--- config.mk ---
export PLATFORM = sky130hd
export DESIGN_NAME = cim_job_sequencer_flat
export DESIGN_NICKNAME = d
export VERILOG_FILES = /design/src/rtl/cim_job_if.sv /design/src/rtl/cim_job_sequencer.sv /design/src/flat_wrapper.sv
export SDC_FILE = /design/constraint.sdc
export NUM_CORES = 1
export LEC_CHECK = 0
export ABC_AREA = 0
export CORE_UTILIZATION = 30
export DETAILED_ROUTE_END_ITERATION = 12
export SETUP_SLACK_MARGIN = 0.02
export SLEW_MARGIN = 20
export SYNTH_ARGS = -nofsm -noshare
export SYNTH_HDL_FRONTEND = slang
export SYNTH_SLANG_ARGS = --single-unit
--- constraint.sdc ---
create_clock -name clk -period 3.95 [get_ports clk]
set_clock_uncertainty 0.05 [all_clocks]
set_input_delay 0.9875 -clock clk [delete_from_list [all_inputs] [get_ports clk]]
set_output_delay 0.9875 -clock clk [all_outputs]
set_load 0.05 [all_outputs]
--- src/rtl/cim_job_if.sv ---
// Host/DMA and system_io signals seen by the CIM job sequencer.
// master is the sequencer's view; slave is the surrounding host plus macro.
interface cim_job_if;
  logic        start;
  logic [8:0]  cfg_wlen;
  logic [4:0]  cfg_olen;
  logic        cfg_act;
  logic [15:0] x_data;
  logic        w_valid;
  logic        w_ready;
  logic [15:0] w_data;
  logic        wen;
  logic        wbuf;
  logic        cal;
  logic        cal_done;
  logic [8:0]  a_chip;
  logic [15:0] d;
  logic        eact;
  logic [5:0]  q;
  logic        r_valid;
  logic        r_ready;
  logic [5:0]  r_data;
  logic        r_last;
  logic        busy;
  logic        done;
  logic        err;

  modport master (
    input  start, cfg_wlen, cfg_olen, cfg_act, x_data, w_valid, w_data, cal_done, q, r_ready,
    output w_ready, wen, wbuf, cal, a_chip, d, eact, r_valid, r_data, r_last, busy, done, err
  );

  modport slave (
    output start, cfg_wlen, cfg_olen, cfg_act, x_data, w_valid, w_data, cal_done, q, r_ready,
    input  w_ready, wen, wbuf, cal, a_chip, d, eact, r_valid, r_data, r_last, busy, done, err
  );
endinterface

--- src/rtl/cim_job_sequencer.sv ---
// Runs one CIM job on system_io: weight load, input-buffer write, calculate, result readback.
// Every output is a register; each state's strobes are set on the transition into it.
module cim_job_sequencer #(
  parameter int unsigned CAL_TIMEOUT = 1023,
  parameter int unsigned READ_LAT    = 1
) (
  input  logic       clk,
  input  logic       rst,
  cim_job_if.master  bus
);

  localparam int unsigned TmoW = $clog2(CAL_TIMEOUT + 1);
  localparam int unsigned LatW = 2;

  typedef enum logic [2:0] {
    StIdle, StLoad, StBuf, StCal, StWait, StRead, StOut
  } state_e;

  state_e      state_q, state_d;
  logic [8:0]  wlen_q, wlen_d;
  logic [4:0]  olen_q, olen_d;
  logic [15:0] x_q, x_d;
  logic [8:0]  idx_q, idx_d;
  logic [4:0]  oidx_q, oidx_d;
  logic [TmoW-1:0] tmo_q, tmo_d;
  logic [LatW-1:0] lat_q, lat_d;

  logic        w_ready_q, w_ready_d;
  logic        wen_q, wen_d;
  logic        wbuf_q, wbuf_d;
  logic        cal_q, cal_d;
  logic [8:0]  a_chip_q, a_chip_d;
  logic [15:0] d_q, d_d;
  logic        eact_q, eact_d;
  logic        r_valid_q, r_valid_d;
  logic [5:0]  r_data_q, r_data_d;
  logic        r_last_q, r_last_d;
  logic        busy_q, busy_d;
  logic        done_q, done_d;
  logic        err_q, err_d;

  always_comb begin
    state_d   = state_q;
    wlen_d    = wlen_q;
    olen_d    = olen_q;
    x_d       = x_q;
    idx_d     = idx_q;
    oidx_d    = oidx_q;
    tmo_d     = tmo_q;
    lat_d     = lat_q;
    w_ready_d = w_ready_q;
    a_chip_d  = a_chip_q;
    d_d       = d_q;
    eact_d    = eact_q;
    r_valid_d = r_valid_q;
    r_data_d  = r_data_q;
    r_last_d  = r_last_q;
    busy_d    = busy_q;
    wen_d     = 1'b0;
    wbuf_d    = 1'b0;
    cal_d     = 1'b0;
    done_d    = 1'b0;
    err_d     = 1'b0;

    unique case (state_q)
      StIdle: begin
        if (bus.start) begin
          wlen_d = bus.cfg_wlen;
          olen_d = bus.cfg_olen;
          x_d    = bus.x_data;
          eact_d = bus.cfg_act;
          busy_d = 1'b1;
          idx_d  = '0;
          if (bus.cfg_wlen != 9'd0) begin
            state_d   = StLoad;
            w_ready_d = 1'b1;
          end else begin
            state_d  = StBuf;
            wbuf_d   = 1'b1;
            d_d      = bus.x_data;
            a_chip_d = '0;
          end
        end
      end

      StLoad: begin
        // idx == wlen only in the cycle carrying the final wen; BUF follows it directly.
        if (idx_q == wlen_q) begin
          state_d  = StBuf;
          wbuf_d   = 1'b1;
          d_d      = x_q;
          a_chip_d = '0;
        end else if (bus.w_valid && w_ready_q) begin
          wen_d    = 1'b1;
          d_d      = bus.w_data;
          a_chip_d = idx_q;
          idx_d    = idx_q + 9'd1;
          if (idx_q == wlen_q - 9'd1) begin
            w_ready_d = 1'b0;
          end
        end
      end

      StBuf: begin
        state_d = StCal;
        cal_d   = 1'b1;
      end

      StCal: begin
        state_d = StWait;
        tmo_d   = '0;
      end

      StWait: begin
        if (bus.cal_done) begin
          state_d  = StRead;
          oidx_d   = '0;
          lat_d    = '0;
          a_chip_d = '0;
        end else if (tmo_q == TmoW'(CAL_TIMEOUT - 1)) begin
          state_d = StIdle;
          err_d   = 1'b1;
          busy_d  = 1'b0;
          eact_d  = 1'b0;
        end else begin
          tmo_d = tmo_q + 1'b1;
        end
      end

      StRead: begin
        // a_chip was set on entry, so q is valid READ_LAT cycles into this state.
        if (lat_q == LatW'(READ_LAT)) begin
          state_d   = StOut;
          r_valid_d = 1'b1;
          r_data_d  = bus.q;
          r_last_d  = (oidx_q == olen_q);
        end else begin
          lat_d = lat_q + 1'b1;
        end
      end

      StOut: begin
        if (bus.r_ready) begin
          r_valid_d = 1'b0;
          r_last_d  = 1'b0;
          if (r_last_q) begin
            state_d = StIdle;
            done_d  = 1'b1;
            busy_d  = 1'b0;
            eact_d  = 1'b0;
          end else begin
            state_d  = StRead;
            oidx_d   = oidx_q + 5'd1;
            lat_d    = '0;
            a_chip_d = {4'b0, oidx_q + 5'd1};
          end
        end
      end

      default: state_d = StIdle;
    endcase
  end

  always_ff @(posedge clk) begin
    if (rst) begin
      state_q   <= StIdle;
      wlen_q    <= '0;
      olen_q    <= '0;
      x_q       <= '0;
      idx_q     <= '0;
      oidx_q    <= '0;
      tmo_q     <= '0;
      lat_q     <= '0;
      w_ready_q <= 1'b0;
      wen_q     <= 1'b0;
      wbuf_q    <= 1'b0;
      cal_q     <= 1'b0;
      a_chip_q  <= '0;
      d_q       <= '0;
      eact_q    <= 1'b0;
      r_valid_q <= 1'b0;
      r_data_q  <= '0;
      r_last_q  <= 1'b0;
      busy_q    <= 1'b0;
      done_q    <= 1'b0;
      err_q     <= 1'b0;
    end else begin
      state_q   <= state_d;
      wlen_q    <= wlen_d;
      olen_q    <= olen_d;
      x_q       <= x_d;
      idx_q     <= idx_d;
      oidx_q    <= oidx_d;
      tmo_q     <= tmo_d;
      lat_q     <= lat_d;
      w_ready_q <= w_ready_d;
      wen_q     <= wen_d;
      wbuf_q    <= wbuf_d;
      cal_q     <= cal_d;
      a_chip_q  <= a_chip_d;
      d_q       <= d_d;
      eact_q    <= eact_d;
      r_valid_q <= r_valid_d;
      r_data_q  <= r_data_d;
      r_last_q  <= r_last_d;
      busy_q    <= busy_d;
      done_q    <= done_d;
      err_q     <= err_d;
    end
  end

  assign bus.w_ready = w_ready_q;
  assign bus.wen     = wen_q;
  assign bus.wbuf    = wbuf_q;
  assign bus.cal     = cal_q;
  assign bus.a_chip  = a_chip_q;
  assign bus.d       = d_q;
  assign bus.eact    = eact_q;
  assign bus.r_valid = r_valid_q;
  assign bus.r_data  = r_data_q;
  assign bus.r_last  = r_last_q;
  assign bus.busy    = busy_q;
  assign bus.done    = done_q;
  assign bus.err     = err_q;

endmodule

--- src/flat_wrapper.sv ---
// flat-port wrapper written by rule: the top's interface ports become plain ports
module cim_job_sequencer_flat 
#(
  parameter int unsigned CAL_TIMEOUT = 1023,
  parameter int unsigned READ_LAT    = 1
)
  (clk, rst, bus_start, bus_cfg_wlen, bus_cfg_olen, bus_cfg_act, bus_x_data, bus_w_valid, bus_w_data, bus_cal_done, bus_q, bus_r_ready, bus_w_ready, bus_wen, bus_wbuf, bus_cal, bus_a_chip, bus_d, bus_eact, bus_r_valid, bus_r_data, bus_r_last, bus_busy, bus_done, bus_err);
  cim_job_if bus_i ();
  input  logic clk;
  input  logic rst;
  input wire logic [$bits(bus_i.start)-1:0] bus_start;
  input wire logic [$bits(bus_i.cfg_wlen)-1:0] bus_cfg_wlen;
  input wire logic [$bits(bus_i.cfg_olen)-1:0] bus_cfg_olen;
  input wire logic [$bits(bus_i.cfg_act)-1:0] bus_cfg_act;
  input wire logic [$bits(bus_i.x_data)-1:0] bus_x_data;
  input wire logic [$bits(bus_i.w_valid)-1:0] bus_w_valid;
  input wire logic [$bits(bus_i.w_data)-1:0] bus_w_data;
  input wire logic [$bits(bus_i.cal_done)-1:0] bus_cal_done;
  input wire logic [$bits(bus_i.q)-1:0] bus_q;
  input wire logic [$bits(bus_i.r_ready)-1:0] bus_r_ready;
  output wire logic [$bits(bus_i.w_ready)-1:0] bus_w_ready;
  output wire logic [$bits(bus_i.wen)-1:0] bus_wen;
  output wire logic [$bits(bus_i.wbuf)-1:0] bus_wbuf;
  output wire logic [$bits(bus_i.cal)-1:0] bus_cal;
  output wire logic [$bits(bus_i.a_chip)-1:0] bus_a_chip;
  output wire logic [$bits(bus_i.d)-1:0] bus_d;
  output wire logic [$bits(bus_i.eact)-1:0] bus_eact;
  output wire logic [$bits(bus_i.r_valid)-1:0] bus_r_valid;
  output wire logic [$bits(bus_i.r_data)-1:0] bus_r_data;
  output wire logic [$bits(bus_i.r_last)-1:0] bus_r_last;
  output wire logic [$bits(bus_i.busy)-1:0] bus_busy;
  output wire logic [$bits(bus_i.done)-1:0] bus_done;
  output wire logic [$bits(bus_i.err)-1:0] bus_err;
  assign bus_i.start = bus_start;
  assign bus_i.cfg_wlen = bus_cfg_wlen;
  assign bus_i.cfg_olen = bus_cfg_olen;
  assign bus_i.cfg_act = bus_cfg_act;
  assign bus_i.x_data = bus_x_data;
  assign bus_i.w_valid = bus_w_valid;
  assign bus_i.w_data = bus_w_data;
  assign bus_i.cal_done = bus_cal_done;
  assign bus_i.q = bus_q;
  assign bus_i.r_ready = bus_r_ready;
  assign bus_w_ready = bus_i.w_ready;
  assign bus_wen = bus_i.wen;
  assign bus_wbuf = bus_i.wbuf;
  assign bus_cal = bus_i.cal;
  assign bus_a_chip = bus_i.a_chip;
  assign bus_d = bus_i.d;
  assign bus_eact = bus_i.eact;
  assign bus_r_valid = bus_i.r_valid;
  assign bus_r_data = bus_i.r_data;
  assign bus_r_last = bus_i.r_last;
  assign bus_busy = bus_i.busy;
  assign bus_done = bus_i.done;
  assign bus_err = bus_i.err;
  cim_job_sequencer #(.CAL_TIMEOUT(CAL_TIMEOUT), .READ_LAT(READ_LAT)) u_core (.clk(clk), .rst(rst), .bus(bus_i));
endmodule
==> flow_summary.yaml <==
worst_setup_path:
  arrival_ns: 3.28
  cp_cell_sequence: "clkdlybuf4s50_1, nor4_1, buf_4, nand3_1, a211oi_1, a21boi_2, mux2i_1"
  startpoint_type: "input pin"
  path_max_fanout: 9
  end_kind: "flop"
  crit_type: "input pin to flop"
  cp_num_buf_inv: 2
  cp_slowest_cell: "a21boi_2"
  path_delay_family: "compound AO/OA/AOI/OAI gates"
  required_ns: 4.18
  critPathMaxStageDelay_ns: 0.48
global_route:
  grt.busiest_layer: "met2"
  met2_usage_pct: 26.6
  use_met1_pct: 21.2
  grt_pass1_vias: 4676
  grt_max_degree: 44
  grt_overflow_total: 0
  met3_usage_pct: 3.04
  gr-usage-all-layers_pct: 16.2
  grt_pass1_wl_um: 23000
  antenna_found_initial: 0
timing:
  post-route-period-util_pct: 77.3
  fin_ws_ns: 0.895
  fin_tns_setup_ns: 0
  hold_violations: 0
  setup_viol: 0
  relSlewSlack_pct: 29.3
  fin_crit_ns: 3.05
  tightest_slew_ns: 1.06
  slew_viol_final: 0
  max_clock_freq_mhz: 327
  rsz0062_at_grt: "no"
detailed_routing:
  viasPerCell: 5.20
  drc: 0
  antenna_left: 0
  first_iter_violations: 312
  drt_first_pass_iters: 5
  wl_per_cell_um: 15.2
  dr_total_vias: 4693
  routed_wirelength_um: 13700
logic_synthesis:
  yosysTopAreaCell: "dfxtp_1"
  synth_seq_area_share_pct: 39.2
  synth-edff-count: 0
  ys.warnings.count: 0
  synth_common_cells: "dfxtp_1, nand2_1, a21oi_1, nor2_1, mux2i_1"
  synthesis.instances: 599
  async_flop_share_pct: 0
  yosysMostFrequentCell: "dfxtp_1"
  postSynthAreaPerCell_um2: 8.52
  synth_compound_area_share_pct: 18.9
  ys_ff_latch: 100
  synth_ff_type: "dfxtp_1"
  synth_simple_gate_area_share_pct: 21.5
  synth_top_area_share_pct: 39.2
  synthXorXnorAreaFrac_pct: 3.92
  syn_nets: 664
  muxShareOfSynthArea_pct: 10.2
  synthTopCellsByArea: "dfxtp_1, mux2i_1, nand2_1"
  synth_top_family_by_area: "simple AND/OR/NAND/NOR gates"
  syn_area_um2: 5100
  yosys.area_share.adder_pct: 1.47
  synth_cell_types: 61
job:
  max_cap_violations: 0
floorplan:
  core_area_um2: 16600
  row_count: 47
  die_w_um: 132
  die_y_um: 132
  die-area_um2: 17500
  start_util_pct: 30.8
  io_pins: 100
finish:
  multi_input_area_um2: 2860
  utilization_pct: 39.3
  regArea_um2: 2000
  final_area_um2: 6520
  insertedDiodeCount: 0
  drive_above_1_share_pct: 7.33
  nets: 742
  fillers: 1660
  syn2layout_area_growth_pct: 27.8
clocking:
  cts_hold_buf: 0
  cts-resized-gates: 0
  clock_path_buffers: 2
  insertion_delay_ns: 0.35
  cts_root_buffer: "clkbuf_16"
  cts_setup_buffers: 0
  cts-buffers-inserted: 9
  cts_tree: "yes"
  cts.sinks: 100
  htree_num_levels: 3
  path_clk_slew_ns: 0.07
power:
  intPower_mw: 2.11
  seqPwrFrac_pct: 36.2
  comb_power_share_pct: 39.9
  report.power.total_mw: 3.50
  clkPwrFrac_pct: 23.9
  p_sw_mw: 1.39
  peakVddDrop_v: 0.000283
  cellPowerDensity_nw_per_um2: 537
  p_leak_nw: 2.38
  p_sw_share_pct: 39.6
place:
  place_congestion: 0.849
  port-buffer-count: 99
  dp_slack_ns: 0.586
  placed_cell_area_um2: 6240
  place_hpwl_um: 9900
hold_path:
  hold_class: "flop to flop"
status:
  outcome: "completed"
-- registers in the layout, summed over array words and instances (netlist names), 2 cells and up --
| register | count |
|---|---|
| u_core.oidx_q | 5 |
| u_core.bus.d | 16 |
| u_core.olen_q | 5 |
| u_core.bus.r_data | 6 |
| u_core.bus.a_chip | 9 |
| u_core.x_q | 16 |
| u_core.wlen_q | 9 |
| u_core.tmo_q | 10 |
| u_core.state_q | 3 |
| u_core.idx_q | 9 |
| u_core.lat_q | 2 |
-- area by class of cell --
class / count / share of cell area, %
Sequential cell: 100 / 30.7
Multi-Input combinational cell: 443 / 43.9
Clock inverter: 6 / 0.730
Inverter: 17 / 0.979
Clock buffer: 10 / 3.51
Tap cell: 220 / 4.22
Timing Repair Buffer: 106 / 15.9
-- worst paths after layout --
check | from | end | slack [ns] | cells past startpoint
setup / recovery | bus_cfg_wlen[3] | u_core.bus.a_chip[6]$_SDFFE_PP0P_ | 0.90 | 7
hold / removal | u_core.x_q[11]$_SDFFE_PP0P_ | u_core.x_q[11]$_SDFFE_PP0P_ | 0.41 | 2
setup reg to reg | u_core.state_q[2]$_SDFFE_PP0P_ | u_core.bus.d[11]$_SDFFE_PP0P_ | 1.29 | 4
hold reg to reg | u_core.x_q[11]$_SDFFE_PP0P_ | u_core.x_q[11]$_SDFFE_PP0P_ | 0.41 | 2
-- power groups by stage --
stage / clock network, mW / registers (mW) / logic [mW]
3_3_place_gp: 0 / 1.29 / 1.37
4_1_cts: 0.865 / 1.27 / 1.39
5_1_grt: 0.907 / 1.29 / 1.51
6_report: 0.835 / 1.27 / 1.39
3_5_place_dp: 0 / 1.29 / 1.39
2_1_floorplan: 0 / 1.44 / 0.853
-- placed cells by master, fill, tap and decap left out, types with 3 or more instances in the layout --
master,n
and2_1,5
o31ai_1,13
nor3_1,15
nor4_1,4
o211ai_1,3
nand2b_1,6
clkdlybuf4s50_1,98
a22oi_1,3
nand3b_1,5
clkbuf_16,9
and3_1,8
ha_1,6
and4_1,4
nand2_1,86
a31oi_1,10
nor2_1,37
or3_1,6
o32ai_1,5
mux2i_1,33
nor3b_1,4
mux2_2,17
nand4_1,4
or4_1,9
o2bb2ai_1,16
a21oi_1,59
dfxtp_1,100
o21ai_0,13
xnor2_1,12
nand3_1,17
buf_4,7
inv_1,17
xor2_1,9
-- routing by layer --
layer  vias to the layer above  routed length [um]  part of all wire [%]
met1                      2209                6430                    47
met5                         -                   0                     0
met3                        21                 579                   4.2
li1                       2324                   -                     -
met4                         0                 236                   1.7
met2                       139                6440                    47
-- tightest hold or removal path: stages (launching register included) --
cell and delay, ns:
dfxtp_1 0.31, nand2_1 0.05, a21oi_1 0.05
-- cell families after synthesis --
family	Yosys count
and+or+nand+nor	221
muxes	50
AOI/OAI and AO/OA	144
xor gates and xnor gates	22
DFF	100
buffers and inverters	56
adders and majority gates	6
-- per-stage QoR --
step / cells / hold slack [ns]
final: 902 / 0.407
after floorplan: 599 / 0.386
after CTS: 902 / 0.410
after detailed placement: 886 / 0.400
after global placement: 886 / 0.393
after global routing: 902 / 0.428
(Power assumes the default switching activity.)
